[src/rtl/sbmips_lsu_pkg.sv]
// rtl/sbmips_lsu_pkg.sv - op codes, FSM states and lane widths shared by the load/store unit
package sbmips_lsu_pkg;

  localparam int BYTE_W = 8;
  localparam int HALF_W = 16;
  localparam int WORD_W = 32;

  // Size/sign codes carried in opcode bits 2:0
  localparam logic [2:0] LSU_B  = 3'b000;
  localparam logic [2:0] LSU_H  = 3'b001;
  localparam logic [2:0] LSU_W  = 3'b011;
  localparam logic [2:0] LSU_BU = 3'b100;
  localparam logic [2:0] LSU_HU = 3'b101;

  typedef enum logic [2:0] {
    ST_IDLE,
    ST_ISSUE,
    ST_WAIT,
    ST_MERGE,
    ST_WRITE,
    ST_RESP
  } lsu_state_e;

  // Stores have no unsigned variants; loads accept all five codes
  function automatic logic lsu_op_legal(input logic we, input logic [2:0] op);
    if (we) return (op == LSU_B) || (op == LSU_H) || (op == LSU_W);
    return (op == LSU_B) || (op == LSU_H) || (op == LSU_W) ||
           (op == LSU_BU) || (op == LSU_HU);
  endfunction

endpackage

[src/rtl/load_store_unit_if.sv]
// rtl/load_store_unit_if.sv - CPU request/response and memory port A signals of the load/store unit
interface load_store_unit_if;

  logic        req_valid;
  logic        req_ready;
  logic        req_we;
  logic [2:0]  req_op;
  logic [31:0] req_addr;
  logic [31:0] req_wdata;
  logic        resp_valid;
  logic [31:0] resp_rdata;
  logic        resp_exc;
  logic [29:0] mem_addr;
  logic [31:0] mem_wdata;
  logic        mem_en;
  logic        mem_we;
  logic [31:0] mem_rdata;

  // The load/store unit itself
  modport slave (
    input  req_valid, req_we, req_op, req_addr, req_wdata, mem_rdata,
    output req_ready, resp_valid, resp_rdata, resp_exc,
    output mem_addr, mem_wdata, mem_en, mem_we
  );

  // The CPU and memory around it
  modport master (
    output req_valid, req_we, req_op, req_addr, req_wdata, mem_rdata,
    input  req_ready, resp_valid, resp_rdata, resp_exc,
    input  mem_addr, mem_wdata, mem_en, mem_we
  );

endinterface

[src/rtl/lsu_align.sv]
// rtl/lsu_align.sv - lane extraction/extension for loads and byte/half merge for stores
module lsu_align
  import sbmips_lsu_pkg::*;
(
  input  logic [2:0]  op_i,
  input  logic [1:0]  off_i,
  input  logic [31:0] rdata_i,
  input  logic [31:0] wdata_i,
  output logic [31:0] load_o,
  output logic [31:0] merge_o
);

  logic [4:0]        sh;
  logic [BYTE_W-1:0] lane_b;
  logic [HALF_W-1:0] lane_h;
  logic [31:0]       mask;
  logic [31:0]       ins;

  assign sh     = {off_i, 3'b000};
  assign lane_h = off_i[1] ? rdata_i[31:16] : rdata_i[15:0];

  // Little-endian byte lane select
  always_comb begin
    lane_b = rdata_i[7:0];
    case (off_i)
      2'd1:    lane_b = rdata_i[15:8];
      2'd2:    lane_b = rdata_i[23:16];
      2'd3:    lane_b = rdata_i[31:24];
      default: lane_b = rdata_i[7:0];
    endcase
  end

  // Extend the selected lane for loads and build the store merge mask
  always_comb begin
    load_o = rdata_i;
    mask   = '1;
    ins    = wdata_i;
    case (op_i)
      LSU_B: begin
        load_o = {{(WORD_W-BYTE_W){lane_b[BYTE_W-1]}}, lane_b};
        mask   = 32'h0000_00ff << sh;
        ins    = {24'd0, wdata_i[7:0]} << sh;
      end
      LSU_BU: load_o = {{(WORD_W-BYTE_W){1'b0}}, lane_b};
      LSU_H: begin
        load_o = {{(WORD_W-HALF_W){lane_h[HALF_W-1]}}, lane_h};
        mask   = 32'h0000_ffff << sh;
        ins    = {16'd0, wdata_i[15:0]} << sh;
      end
      LSU_HU:  load_o = {{(WORD_W-HALF_W){1'b0}}, lane_h};
      default: ;
    endcase
    merge_o = (rdata_i & ~mask) | (ins & mask);
  end

endmodule

[src/rtl/load_store_unit.sv]
// rtl/load_store_unit.sv - MIPS load/store FSM on memory port A; SBMIPS_LSU_ALIGN_EXC_EN traps misalignment
module load_store_unit
  import sbmips_lsu_pkg::*;
(
  input  logic              clk,
  input  logic              rst,
  load_store_unit_if.slave  bus
);

  lsu_state_e  state_q;
  logic        we_q;
  logic        exc_q;
  logic [2:0]  op_q;
  logic [31:0] addr_q;
  logic [31:0] wdata_q;
  logic [31:0] rdata_q;
  logic [31:0] mwdata_q;

  logic [31:0] addr_d;
  logic        exc_d;
  logic        is_half;
  logic        is_word;
  logic [31:0] load_data;
  logic [31:0] merge_data;

  assign is_half = (bus.req_op == LSU_H) || (bus.req_op == LSU_HU);
  assign is_word = (bus.req_op == LSU_W);

`ifdef SBMIPS_LSU_ALIGN_EXC_EN
  logic misalign;
  assign misalign = (is_half && bus.req_addr[0]) || (is_word && (bus.req_addr[1:0] != 2'b00));
  assign addr_d   = bus.req_addr;
  assign exc_d    = !lsu_op_legal(bus.req_we, bus.req_op) || misalign;
`else
  // Misaligned addresses are silently rounded down to the access size
  assign addr_d = {bus.req_addr[31:2],
                   is_word ? 2'b00 : {bus.req_addr[1], bus.req_addr[0] & ~is_half}};
  assign exc_d  = !lsu_op_legal(bus.req_we, bus.req_op);
`endif

  lsu_align u_align (
    .op_i    (op_q),
    .off_i   (addr_q[1:0]),
    .rdata_i (bus.mem_rdata),
    .wdata_i (wdata_q),
    .load_o  (load_data),
    .merge_o (merge_data)
  );

  // Memory/response outputs decode directly from state so reset kills them at once
  assign bus.req_ready  = (state_q == ST_IDLE);
  assign bus.resp_valid = (state_q == ST_RESP);
  assign bus.resp_exc   = (state_q == ST_RESP) && exc_q;
  assign bus.resp_rdata = rdata_q;
  assign bus.mem_en     = (state_q == ST_ISSUE) || (state_q == ST_WRITE);
  assign bus.mem_we     = ((state_q == ST_ISSUE) && we_q && (op_q == LSU_W)) ||
                          (state_q == ST_WRITE);
  assign bus.mem_addr   = addr_q[31:2];
  assign bus.mem_wdata  = mwdata_q;

  // Request FSM: accept, issue, read-modify-write for sub-word stores, respond
  always_ff @(posedge clk or negedge rst) begin
    if (!rst) begin
      state_q  <= ST_IDLE;
      we_q     <= 1'b0;
      exc_q    <= 1'b0;
      op_q     <= 3'd0;
      addr_q   <= 32'd0;
      wdata_q  <= 32'd0;
      rdata_q  <= 32'd0;
      mwdata_q <= 32'd0;
    end else begin
      case (state_q)
        ST_IDLE: begin
          if (bus.req_valid) begin
            we_q    <= bus.req_we;
            op_q    <= bus.req_op;
            addr_q  <= addr_d;
            wdata_q <= bus.req_wdata;
            exc_q   <= exc_d;
            rdata_q <= 32'd0;
            // sw drives its data straight out in ISSUE
            if (!exc_d && bus.req_we && is_word) mwdata_q <= bus.req_wdata;
            state_q <= exc_d ? ST_RESP : ST_ISSUE;
          end
        end
        ST_ISSUE: begin
          if (we_q) state_q <= (op_q == LSU_W) ? ST_RESP : ST_MERGE;
          else      state_q <= ST_WAIT;
        end
        ST_WAIT: begin
          rdata_q <= load_data;
          state_q <= ST_RESP;
        end
        ST_MERGE: begin
          mwdata_q <= merge_data;
          state_q  <= ST_WRITE;
        end
        ST_WRITE: state_q <= ST_RESP;
        ST_RESP:  state_q <= ST_IDLE;
        default:  state_q <= ST_IDLE;
      endcase
    end
  end

endmodule

[src/flat_wrapper.sv]
// flat-port wrapper written by rule: the top's interface ports become plain ports
module load_store_unit_flat import sbmips_lsu_pkg::*;
  (clk, rst, bus_req_valid, bus_req_we, bus_req_op, bus_req_addr, bus_req_wdata, bus_mem_rdata, bus_req_ready, bus_resp_valid, bus_resp_rdata, bus_resp_exc, bus_mem_addr, bus_mem_wdata, bus_mem_en, bus_mem_we);
  load_store_unit_if bus_i ();
  input  logic clk;
  input  logic rst;
  input wire logic [$bits(bus_i.req_valid)-1:0] bus_req_valid;
  input wire logic [$bits(bus_i.req_we)-1:0] bus_req_we;
  input wire logic [$bits(bus_i.req_op)-1:0] bus_req_op;
  input wire logic [$bits(bus_i.req_addr)-1:0] bus_req_addr;
  input wire logic [$bits(bus_i.req_wdata)-1:0] bus_req_wdata;
  input wire logic [$bits(bus_i.mem_rdata)-1:0] bus_mem_rdata;
  output wire logic [$bits(bus_i.req_ready)-1:0] bus_req_ready;
  output wire logic [$bits(bus_i.resp_valid)-1:0] bus_resp_valid;
  output wire logic [$bits(bus_i.resp_rdata)-1:0] bus_resp_rdata;
  output wire logic [$bits(bus_i.resp_exc)-1:0] bus_resp_exc;
  output wire logic [$bits(bus_i.mem_addr)-1:0] bus_mem_addr;
  output wire logic [$bits(bus_i.mem_wdata)-1:0] bus_mem_wdata;
  output wire logic [$bits(bus_i.mem_en)-1:0] bus_mem_en;
  output wire logic [$bits(bus_i.mem_we)-1:0] bus_mem_we;
  assign bus_i.req_valid = bus_req_valid;
  assign bus_i.req_we = bus_req_we;
  assign bus_i.req_op = bus_req_op;
  assign bus_i.req_addr = bus_req_addr;
  assign bus_i.req_wdata = bus_req_wdata;
  assign bus_i.mem_rdata = bus_mem_rdata;
  assign bus_req_ready = bus_i.req_ready;
  assign bus_resp_valid = bus_i.resp_valid;
  assign bus_resp_rdata = bus_i.resp_rdata;
  assign bus_resp_exc = bus_i.resp_exc;
  assign bus_mem_addr = bus_i.mem_addr;
  assign bus_mem_wdata = bus_i.mem_wdata;
  assign bus_mem_en = bus_i.mem_en;
  assign bus_mem_we = bus_i.mem_we;
  load_store_unit u_core (.clk(clk), .rst(rst), .bus(bus_i));
endmodule
[config.mk]
export PLATFORM = sky130hd
export DESIGN_NAME = load_store_unit_flat
export DESIGN_NICKNAME = d
export VERILOG_FILES = /design/src/rtl/sbmips_lsu_pkg.sv /design/src/rtl/load_store_unit_if.sv /design/src/rtl/lsu_align.sv /design/src/rtl/load_store_unit.sv /design/src/flat_wrapper.sv
export SDC_FILE = /design/constraint.sdc
export NUM_CORES = 1
export LEC_CHECK = 0
export BUFFER_PORTS_ARGS = -buffer_cell sky130_fd_sc_hd__buf_2
export CAP_MARGIN = 0
export CORE_MARGIN = 2
export CORE_UTILIZATION = 45
export CTS_CLUSTER_DIAMETER = 60
export DETAILED_ROUTE_END_ITERATION = 7
export PLACE_DENSITY = 0.7
export SLEW_MARGIN = 10
export SYNTH_ARGS = -nofsm -noshare
export SYNTH_HDL_FRONTEND = slang
export SYNTH_HIERARCHICAL = 1
export SYNTH_SLANG_ARGS = --single-unit
export TNS_END_PERCENT = 1
[constraint.sdc]
create_clock -name clk -period 2.8 [get_ports clk]
set_clock_uncertainty 0.05 [all_clocks]
set_input_delay 0.28 -clock clk [delete_from_list [all_inputs] [get_ports clk]]
set_output_delay 0.28 -clock clk [all_outputs]
set_load 0.01 [all_outputs]
==> results of run 1 <==
[kinds of logic (layout without fill, tap and decap cells)]
family,count (synthesis),in the layout,synth area share
simple gates,171,171,0.108
mux,147,147,0.234
flops,136,136,0.459
compound gates,129,129,0.129
buf+inv,91,260,0.0693
other cells,0,2,0
[state kept, by name (all words and copies together) (netlist names)]
signal and cells:
u_core/bus.mem_wdata 32, u_core/we_q 1, u_core/bus.resp_rdata 32, u_core/op_q 3, u_core/state_q 3, u_core/wdata_q 32
u_core/addr_q 32, u_core/exc_q 1
[worst reg2reg max path, cell delays in order (launching register included)]
cell and delay, ns:
dfrtp_1 0.51, buf_4 0.27, and3b_1 0.31, a221oi_1 0.55, o2bb2ai_1 0.14, mux2_2 0.28, mux2_2 0.27
[worst paths after layout]
kind,startpoint,endpoint,cells after the start
min,bus_req_addr[28],u_core/addr_q[28]$_DFFE_PN0P_,2
max in group asynchronous,rst,u_core/addr_q[10]$_DFFE_PN0P_,3
max,u_core/addr_q[0]$_DFFE_PN0P_,u_core/bus.mem_wdata[20]$_DFFE_PN0P_,6
min reg2reg,u_core/bus.mem_wdata[7]$_DFFE_PN0P_,u_core/bus.mem_wdata[7]$_DFFE_PN0P_,1
max reg2reg,u_core/addr_q[0]$_DFFE_PN0P_,u_core/bus.mem_wdata[20]$_DFFE_PN0P_,6
min in group asynchronous,rst,u_core/addr_q[2]$_DFFE_PN0P_,2
[where the power goes]
| group | leakage (nW) | internal (W) | total (W) | switching [W] |
|---|---|---|---|---|
| logic | 2.18 | 0.00233 | 0.00482 | 0.00249 |
| registers | 1.66 | 0.00290 | 0.00362 | 0.000720 |
| clock network | 0.325 | 0.00167 | 0.00255 | 0.000879 |
| total | 4.16 | 0.00690 | 0.0110 | 0.00409 |
[area by class of cell]
| cell class | instances | area, sq um |
|---|---|---|
| diodes | 2 | 5.00 |
| clock buffers | 21 | 480 |
| clock inverters | 11 | 193 |
| fillers | 1453 | 6940 |
| inverters | 11 | 41.3 |
| multi-input cells | 447 | 3500 |
| flip-flops and latches | 136 | 3400 |
| well taps | 216 | 270 |
| repair buffers | 217 | 1170 |
[placed cells by master (no fill, tap or decap), types with 2 or more instances in the layout]
cell type and count:
a2111oi_0 8, inv_1 11, a221oi_1 8, mux2_2 137, nor2b_1 6, nor3b_1 2
clkinv_4 2, o21a_1 2, nor3_1 9, o221a_2 8, a21oi_1 11, o21ai_0 44
clkinvlp_4 2, buf_4 12, clkinv_2 2, buf_12 3, o2bb2ai_1 8, nand2_1 97
clkbuf_8 4, mux2i_1 2, bufinv_16 5, or2_2 2, buf_2 200, mux4_2 7
a221o_1 8, diode_2 2, nand2b_1 7, nor2_1 28, a211oi_1 8, or2b_1 7
dfrtp_1 136, a311oi_1 7, a22o_1 8, clkbuf_16 17
[layer usage]
| layer | up-vias | wire (um) |
|---|---|---|
| li1 | 2713 | - |
| met1 | 2904 | 8840 |
| met2 | 255 | 10100 |
| met3 | 38 | 1380 |
| met4 | 0 | 461 |
| met5 | - | 0 |
[through the flow]
step	setup WS, ns	instance area (sq um)	power [W]
after global routing	0.162	9060	0.0116
after floorplan	0.568	7410	0.00711
after global placement	0.363	8380	0.00831
final	0.313	9060	0.0110
after detailed placement	0.379	8380	0.00841
after CTS	0.378	9060	0.0110
==> flow_summary.yaml, run 1 <==
clock_tree:
  tritoncts: "done"
  post-cts-setup-buffers: 0
  clock_path_buffers: 2
  cts_resized: 0
  hold_buffers: 1
  clkSinkCount: 136
  h-tree-depth: 4
  clkLatencyLatePin_ns: 0.43
  clk_pin_slew_ns: 0.06
  numCtsBuffers: 17
  root_buffer: "clkbuf_16"
setup_path:
  critPathKind: "reg2reg"
  max_stage_delay_ns: 0.55
  cp-start-kind: "flop"
  crit_fanout: 13
  ff2ff_setup_slack_ns: 0.31
  path_delay_family: "compound AO/OA/AOI/OAI gates"
  path_buf_inv: 1
  worstSetupEndpointType: "flop"
  required_ns: 3.06
  cp_common_cell: "mux2_2"
  critPathSlowestCell: "a221oi_1"
  path_cells: "buf_4, and3b_1, a221oi_1, o2bb2ai_1, mux2_2, mux2_2"
  worstPathArrival_ns: 2.75
grt:
  grt_start_max_net_pins: 106
  grt_pass1_wl_mm: 32.7
  grt_usage: 0.242
  grt_pass1_vias: 5838
  grt_use_met2: 0.384
  use_met3: 0.0484
  top_usage_layer: "met2"
  grt_util_met1: 0.326
  grt-ovfl-total: 0
  antenna_found_initial: 2
logic_synthesis:
  synth_cells: 674
  synth_edf_count: 0
  syn_area_sq_um: 7410
  synth_top_area_share: 0.459
  yosysUniqueCellTypes: 51
  synthesis.nets: 777
  async_reset_ff_frac: 1.00
  synth_warnings: 6
  yosys.area.top_type: "dfrtp_1"
  synth_most_common_cell: "mux2_2"
  yosys-top-cells-count: "mux2_2 (137), dfrtp_1 (136), nand2_1 (97), o21ai_0 (44), buf_4 (32)"
  syn_avg_cell_area_sq_um: 11.0
  ys_ff_latch: 136
  ys_seq_area_frac: 0.459
  yosys-top-cells-area: "dfrtp_1 (46%), mux2_2 (21%), nand2_1 (4.9%)"
  ys.flop_type: "dfrtp_1"
floorplanning:
  die_w_um: 132
  start_util: 0.463
  rows: 46
  die_area_sq_um: 17500
  die_h_um: 132
  coreArea_sq_um: 16000
  ios: 202
routing:
  dr.pass1.iters: 5
  dr.first_iter.drc_count: 643
  post_drt_wl_per_cell_um: 19.6
  drc: 0
  routed_wl_mm: 20.8
  final_antenna_net_count: 0
  vias: 5910
  via_per_inst: 5.57
finish:
  syn_to_final_growth_pct: 22.4
  stdcell_count: 1061
  drive_above_1_share: 0.488
  fin_util: 0.567
  layout.nets: 933
placement:
  routabilityCongestion: 0.886
  dp_cells: 1026
  dp_hpwl_mm: 14.6
  io_buffers: 201
pwr:
  power.density_nw_per_um2: 1210
  p_leak_nw: 4.16
  max-vdd-ir-drop_mv: 0.561
sta:
  slew_viol_final: 0
  fmax_mhz: 402
  whs_ns: 0.0273
  relSlewSlack: 0.512
  finalSetupViolCount: 0
  worstMarginPinSlew_ns: 0.728
  period_share: 0.888
  rsz0062_at_grt: "false"
  min_period_ns: 2.49
  hold_viol: 0
  setup_tns_ns: 0
min_path:
  hp-class: "in2reg"
run_status:
  status: "finished, final reports clean"
job:
  cap_violations: 0
Note: power is estimated with default switching activity, not from simulation.
==> run 2: changes to the inputs <==
--- a/config.mk
+++ b/config.mk
@@ -11,7 +11,7 @@
 export CORE_UTILIZATION = 45
 export CTS_CLUSTER_DIAMETER = 60
 export DETAILED_ROUTE_END_ITERATION = 7
-export PLACE_DENSITY = 0.7
+export PLACE_DENSITY_LB_ADDON = 0.1
 export SLEW_MARGIN = 10
 export SYNTH_ARGS = -nofsm -noshare
 export SYNTH_HDL_FRONTEND = slang
==> flow_summary.yaml, run 2 (synthesis results as in run 1) <==
run_status:
  status: "finished, final reports clean"
routing:
  routed_wl_mm: 21.1
  via_per_inst: 5.54
  dr.pass1.iters: 5
  vias: 5855
  final_antenna_net_count: 0
  post_drt_wl_per_cell_um: 20.0
  drc: 0
  dr.first_iter.drc_count: 483
floorplanning:
  rows: 46
  die_area_sq_um: 17500
  ios: 202
  die_w_um: 132
  coreArea_sq_um: 16000
  die_h_um: 132
  start_util: 0.463
clock_tree:
  root_buffer: "clkbuf_16"
  tritoncts: "done"
  clock_path_buffers: 2
  cts_resized: 0
  numCtsBuffers: 17
  post-cts-setup-buffers: 0
  h-tree-depth: 4
  clk_pin_slew_ns: 0.06
  clkSinkCount: 136
  clkLatencyLatePin_ns: 0.43
  hold_buffers: 1
setup_path:
  required_ns: 3.06
  max_stage_delay_ns: 0.73
  path_delay_family: "compound AO/OA/AOI/OAI gates"
  ff2ff_path_depth: 5
  cp-start-kind: "flop"
  critPathKind: "reg2reg"
  worstSetupEndpointType: "flop"
  path_buf_inv: 0
  critPathSlowestCell: "dfrtp_1"
  crit_cells: 5
  cp_common_cell: "mux2_2"
  path_cells: "and3b_1, a221oi_1, o2bb2ai_1, mux2_2, mux2_2"
  crit_fanout: 16
  worstPathArrival_ns: 2.80
pwr:
  p_leak_nw: 4.11
  max-vdd-ir-drop_mv: 0.559
  power.density_nw_per_um2: 1190
  total_power_w: 0.0107
placement:
  placed_area_sq_um: 8360
  io_buffers: 201
  routabilityCongestion: 0.893
  dp_hpwl_mm: 15.3
sta:
  hold_viol: 0
  period_share: 0.908
  rsz0062_at_grt: "false"
  worstMarginPinSlew_ns: 0.699
  min_period_ns: 2.54
  fmax_mhz: 393
  setup_tns_ns: 0
  slew_viol_final: 0
  finalSetupViolCount: 0
  relSlewSlack: 0.533
grt:
  grt_pass1_wl_mm: 33.4
  antenna_found_initial: 0
  grt_start_max_net_pins: 106
  grt-ovfl-total: 0
  grt_pass1_vias: 5990
  grt_usage: 0.245
min_path:
  hp-class: "in2reg"
  timing.hold.worst_path_depth: 2
job:
  cap_violations: 0
finish:
  drive_above_1_share: 0.485
  finish.instance_area_sq_um: 8970
  layout.nets: 931
  diodes: 0
  final_common_cell: "buf_2"
  syn_to_final_growth_pct: 21.1
  layout_common_cells: "buf_2 (200), mux2_2 (137), dfrtp_1 (136)"
==> run 2: worst paths after layout <==
path                                                         to                    startpoint  slack, ns
max                        u_core/bus.mem_wdata[19]$_DFFE_PN0P_  u_core/addr_q[1]$_DFFE_PN0P_       0.26
min                                u_core/addr_q[9]$_DFFE_PN0P_               bus_req_addr[9]       0.03
max reg2reg                u_core/bus.mem_wdata[19]$_DFFE_PN0P_  u_core/addr_q[1]$_DFFE_PN0P_       0.26
min reg2reg                            u_core/exc_q$_DFFE_PN0P_      u_core/exc_q$_DFFE_PN0P_       0.43
max in group asynchronous  u_core/bus.mem_wdata[13]$_DFFE_PN0P_                           rst       1.50
min in group asynchronous         u_core/addr_q[12]$_DFFE_PN0P_                           rst       0.38
==> run 2: per-layer routing <==
layer | part of all wire | global-route usage
met1 | 0.43 | 0.326
met2 | 0.49 | 0.402
met3 | 0.060 | 0.0604
met4 | 0.014 | 0.0669
met5 | 0 | 0
==> run 2: cell type report <==
| type | count | area (sq um) |
|---|---|---|
| timing repair buffer | 215 | 1160 |
| sequential | 136 | 3400 |
| multi-input combinational | 447 | 3500 |
| tap | 216 | 270 |
| fill | 1474 | 7030 |
| inverter | 11 | 41.3 |
| clock buffer | 22 | 484 |
| clock inverter | 10 | 118 |
==> run 2: per-stage QoR <==
step,hold WS (ns),setup slack (ns),util,cells
floorplan,-0.0656,0.568,-,674
global placement,0.270,0.286,0.523,1024
detailed placement,0.289,0.316,0.523,1024
CTS,0.0139,0.295,0.561,1057
global route,0.0131,0.0591,0.561,1057
finish,0.0277,0.258,0.561,1057
==> run 2: power breakdown <==
group | internal (W) | total [W] | switching (W)
Clock | 0.00140 | 0.00228 | 0.000874
Combinational | 0.00231 | 0.00480 | 0.00249
Sequential | 0.00290 | 0.00362 | 0.000715
